### src/rtl/nonce_result_scanner.sv
// nonce_result_scanner
//   Reads back NUM_NONCES final H0 words left in memory by the hash engine,
//   compares each against a difficulty target, keeps the smallest H0 (lowest
//   index on a tie) and writes a 3-word result record {found, nonce, hash}.
//   Shares the engine's single-port synchronous memory; start is only issued
//   once the engine is finished, so the two never drive memory together.
//
// Ports
//   clk, reset          system clock, asynchronous active-high reset
//   start               begin a scan (honoured only in IDLE or DONE)
//   hash_addr           address of H0 for nonce 0 (nonce n at hash_addr+n)
//   result_addr         base address of the 3-word result record
//   target              a hash wins when H0 < target (unsigned)
//   done                level, high while in DONE
//   found, best_nonce,
//   best_hash           outcome of the most recent scan
//   mem_*               memory port; read data arrives two edges after the
//                       address is registered
//
// State | meaning
// IDLE     | waiting for the first start after reset
// READ     | issuing one read address per cycle
// DRAIN    | all addresses issued, collecting the remaining read data
// WR_FLAG  | register the found-flag write
// WR_NONCE | register the best-nonce write
// WR_HASH  | register the best-hash write, then close the write burst
// DONE     | record written, results held until the next start
module nonce_result_scanner #(
    parameter int NUM_NONCES = 16
) (
    input  logic        clk,
    input  logic        reset,
    input  logic        start,
    input  logic [15:0] hash_addr,
    input  logic [15:0] result_addr,
    input  logic [31:0] target,
    output logic        done,
    output logic        found,
    output logic [15:0] best_nonce,
    output logic [31:0] best_hash,
    output logic        mem_clk,
    output logic        mem_we,
    output logic [15:0] mem_addr,
    output logic [31:0] mem_write_data,
    input  logic [31:0] mem_read_data
);

    localparam logic [15:0] N_WORDS = 16'(NUM_NONCES);

    typedef enum logic [2:0] {
        IDLE, READ, DRAIN, WR_FLAG, WR_NONCE, WR_HASH, DONE
    } state_t;

    state_t      state;
    state_t      state_next;
    logic [15:0] base_hash;
    logic [15:0] base_result;
    logic [31:0] tgt;
    logic [15:0] rd_cnt;
    logic [15:0] sm_cnt;
    logic        armed;    // read data is valid from the second edge after start
    logic        wr_last;  // hash write is on the bus; next edge ends the burst
    logic        accept;
    logic        sample;

    assign mem_clk = clk;

    always_comb begin
        state_next = state;
        accept     = 1'b0;
        sample     = 1'b0;
        case (state)
            IDLE, DONE: begin
                if (start) begin
                    accept     = 1'b1;
                    state_next = READ;
                end
            end
            READ: begin
                sample = armed && (sm_cnt < N_WORDS);
                if (rd_cnt == N_WORDS) state_next = DRAIN;
            end
            DRAIN: begin
                sample = armed && (sm_cnt < N_WORDS);
                if (sample && (sm_cnt == N_WORDS - 16'd1)) state_next = WR_FLAG;
            end
            WR_FLAG:  state_next = WR_NONCE;
            WR_NONCE: state_next = WR_HASH;
            WR_HASH:  if (wr_last) state_next = DONE;
            default:  state_next = IDLE;
        endcase
    end

    always_ff @(posedge clk or posedge reset) begin
        if (reset) begin
            state          <= IDLE;
            done           <= 1'b0;
            found          <= 1'b0;
            best_nonce     <= 16'd0;
            best_hash      <= 32'hFFFF_FFFF;
            mem_we         <= 1'b0;
            mem_addr       <= 16'd0;
            mem_write_data <= 32'd0;
            base_hash      <= 16'd0;
            base_result    <= 16'd0;
            tgt            <= 32'd0;
            rd_cnt         <= 16'd0;
            sm_cnt         <= 16'd0;
            armed          <= 1'b0;
            wr_last        <= 1'b0;
        end else begin
            state <= state_next;

            if (accept) begin
                base_hash   <= hash_addr;
                base_result <= result_addr;
                tgt         <= target;
                mem_we      <= 1'b0;
                mem_addr    <= hash_addr;
                rd_cnt      <= 16'd1;
                sm_cnt      <= 16'd0;
                done        <= 1'b0;
                found       <= 1'b0;
                best_hash   <= 32'hFFFF_FFFF;
                best_nonce  <= 16'd0;
                armed       <= 1'b0;
                wr_last     <= 1'b0;
            end

            if (state == READ) begin
                armed <= 1'b1;
                if (rd_cnt != N_WORDS) begin
                    mem_addr <= base_hash + rd_cnt;
                    rd_cnt   <= rd_cnt + 16'd1;
                end
            end

            if (sample) begin
                if (mem_read_data < tgt) found <= 1'b1;
                // strict compare keeps the earlier index on equal hashes
                if (mem_read_data < best_hash) begin
                    best_hash  <= mem_read_data;
                    best_nonce <= sm_cnt;
                end
                sm_cnt <= sm_cnt + 16'd1;
            end

            case (state)
                WR_FLAG: begin
                    mem_we         <= 1'b1;
                    mem_addr       <= base_result;
                    mem_write_data <= {31'd0, found};
                end
                WR_NONCE: begin
                    mem_addr       <= base_result + 16'd1;
                    mem_write_data <= {16'd0, best_nonce};
                end
                WR_HASH: begin
                    if (!wr_last) begin
                        mem_addr       <= base_result + 16'd2;
                        mem_write_data <= best_hash;
                        wr_last        <= 1'b1;
                    end else begin
                        mem_we <= 1'b0;
                        done   <= 1'b1;
                    end
                end
                default: ;
            endcase
        end
    end

endmodule

### config.mk
export PLATFORM = sky130hd
export DESIGN_NAME = nonce_result_scanner
export DESIGN_NICKNAME = d
export VERILOG_FILES = /design/src/rtl/nonce_result_scanner.sv
export SDC_FILE = /design/constraint.sdc
export NUM_CORES = 1
export LEC_CHECK = 0
export ABC_CLOCK_PERIOD_IN_PS = 17020
export BUFFER_PORTS_ARGS = -buffer_cell sky130_fd_sc_hd__buf_2
export CAP_MARGIN = 30
export CORE_MARGIN = 2
export CORE_UTILIZATION = 40
export CTS_CLUSTER_SIZE = 24
export DETAILED_ROUTE_END_ITERATION = 8
export PLACE_DENSITY_LB_ADDON = 0.08
export SLEW_MARGIN = 20
export SYNTH_ARGS = -nofsm -noshare
export SYNTH_HDL_FRONTEND = slang
export SYNTH_SLANG_ARGS = --single-unit
export TNS_END_PERCENT = 100
### constraint.sdc
create_clock -name clk -period 17.02 [get_ports clk]
set_input_delay 1.702 -clock clk [delete_from_list [all_inputs] [get_ports clk]]
set_output_delay 1.702 -clock clk [all_outputs]
set_load 0.1 [all_outputs]
# After elaboration in Yosys (flattened, before gate mapping)
# Cells that the tools add are included.
# totals
out_inout_bits	100
in_bits	99
regBits	200
# op_classes
n_addsub	5
eq_ne	14
n_lt_le_gt_ge	3
reduce_logical	10
muxes	40
# ops
operator	count
16-bit two-way mux	12
32-bit two-way mux	4
32-bit one-hot mux with 3 select lines	1
32-bit < comparator	2
16-bit by 1-bit adder with 16-bit output (second input constant)	3
16-bit one-hot mux with 3 select lines	1
3-bit one-hot mux with 6 select lines	1
16-bit adder	1
16-bit by 2-bit adder with 16-bit output (second input constant)	1
16-bit by 4-bit == test with 1-bit output (second input constant)	1
16-bit by 5-bit == test with 1-bit output (second input constant)	1
16-bit by 5-bit < comparator with 1-bit output (second input constant)	1
1-bit two-way mux	16
16-bit by 5-bit inequality test with 1-bit output (second input constant)	1
3-bit two-way mux	4
2-bit inequality test (second input constant)	5
3-bit == test (second input constant)	3
3-bit by 2-bit == test with 1-bit output (second input constant)	2
4-bit AND reduction	1
2-bit nonzero test	2
2-bit OR reduction	2
3-bit by 1-bit == test with 1-bit output (second input constant)	1
3-bit zero test	1
3-bit nonzero test	1
3 further kinds	4

# Depth between registers and ports, before layout
# logic_depth
ltp_word	8
mapped_depth	10
mapped_depth_nobuf	9

==> metrics <==
Tightest Pin Transition=0.847 ns; crit path capture type=primary output; setup TNS=0 ns; # fillers=2643; final hold viol count=0; Buffers on Ports=198; Initial Util=0.408; unrepaired setup endpoints after global routing=no; syn nets=1378; worst setup path class=clk2out; Die Footprint=0.0289 mm2; number of vias per cell=5.30; Post-Syn Area per Cell=9.23 um2; Post-Syn Instances=1196; post-synthesis cell type count=66; ys flop type=dfrtp_1; DR WL/cell=17.7 um; ys async rst share=1.00; Total Wirelength=30700 um; most frequent cells in the layout=270 x nand2_1, 198 x buf_2, 168 x dfrtp_1; clk slew on worst S/H paths=0.08 ns; die height=170 um; max-slew violations=0; global-route wire length before repair=48600 um; most common cell after layout, fill and taps aside=nand2_1; Post-CTS Setup Inserts=0; CTS Hold Bufs=0; Seq/Total Area, Yosys=0.457; Die Width=170 um; Max FO, Critical Path=2; gp weighted congestion=0.864; P&R area growth vs syn=18.4%; Pre-Repair DR Iteration Count=5; share of cells above drive strength 1=0.229; Post-CTS Resized=0; initial antenna violation count=3; CTS tree=done; #FFs+latches synth=200; Yosys warnings=0; clock latency on the worst-skew pair=0.57 ns; Worst setup SP type=clock port; maximum number of pins on one net before global-route repair=86; max_cap viols=0; register area=0.00504 mm2; Critical Path RT=15.32 ns; normalized max-slew margin=0.434; Vias=9177; vias in the first global route=8942; Final setup viols=0; final antenna-violating net count=0; gr usage total=0.218; cell area after synthesis=0.0110 mm2; Std-Cell Rows=60; core area=0.0270 mm2; layout net count=1556; Detailed Place HPWL=22400 um; status=completed; DR iter-0 viols=553; Top Ports=199; clock skew=0.0200 ns; gr ovfl total=0; area of the multi-input gates=0.00549 mm2; # DRC=0; Arr. time, crit path=9.04 ns; number of synthesized flops with an enable pin=0; hold crit path type=reg2reg
Yosys cell counts, drive strengths merged (24+ instances only):
library cell | number | area share
nand3 | 24 | 0.011
o21ai | 95 | 0.043
a21oi | 50 | 0.023
mux2i | 28 | 0.025
clkbuf | 35 | 0.012
mux2 | 31 | 0.032
ha | 82 | 0.093
nand2 | 270 | 0.092
nor2 | 43 | 0.015
inv | 79 | 0.027
dfstp | 32 | 0.076
dfrtp | 168 | 0.38
logic make-up (layout without fill, tap and decap cells):
family          after synthesis  after routing  synth area share
buf+inv                     134            325            0.0479
xor+xnor                     18             18            0.0143
compound gates              253            253             0.144
mux                          59             59            0.0570
flops                       200            200             0.457
simple gates                448            448             0.184
other cells                   0              2                 0
fa+ha+maj                    84             84            0.0957
layout make-up:
cell class / count / share of cell area
repair buffers: 210 / 0.0845
clock inverters: 14 / 0.0131
well taps: 341 / 0.0326
multi-input cells: 862 / 0.420
clock buffers: 22 / 0.0397
inverters: 79 / 0.0233
diodes: 2 / 0.000383
flip-flops and latches: 200 / 0.386
worst paths after layout:
check                      slack (ns)          startpoint  cells after the start                 end
setup / recovery                 6.28                 clk                      3             mem_clk
hold / removal                   0.47  mem_write_data[15]                      2  mem_write_data[15]
setup reg to reg                13.54        best_hash[7]                      9        best_hash[8]
hold reg to reg                  0.47  mem_write_data[15]                      2  mem_write_data[15]
max in group asynchronous       14.59               reset                      3           sm_cnt[9]
min in group asynchronous        1.19               reset                      2     base_result[15]
per-stage QoR:
| stage | cells | hold WS [ns] | instance area [um2] | utilization | setup slack, ns |
|---|---|---|---|---|---|
| CTS | 1726 | 0.480 | 13100 | 0.483 | 6.27 |
| detailed placement | 1691 | 0.461 | 12400 | 0.458 | 6.54 |
| global route | 1728 | 0.502 | 13100 | 0.483 | 6.27 |
| finish | 1730 | 0.473 | 13100 | 0.484 | 6.28 |
| global placement | 1687 | 0.457 | 12300 | 0.456 | 6.54 |
| floorplan | 1196 | 0.439 | 11000 | - | 6.60 |
routing by layer:
layer  share of wire  track usage  vias up
li1                -            -     4534
met1            0.44        0.278     4423
met2            0.50        0.367      194
met3           0.047       0.0519       24
met4           0.014       0.0665        2
met5         0.00036            0        -
state kept, by name (all words and copies together) (netlist names), 3 cells and up:
signal,count
best_nonce,16
base_result,16
mem_write_data,32
mem_addr,16
rd_cnt,16
base_hash,16
best_hash,32
tgt,32
sm_cnt,16
state,3
critical path, cell delays in order:
cell and delay, ns:
clkbuf_16 0.12, clkbuf_16 0.13, buf_2 0.28
Power is left out: the tool's default activity adds up to more than one toggle a clock period on the data nets, which glitch-free logic cannot reach.
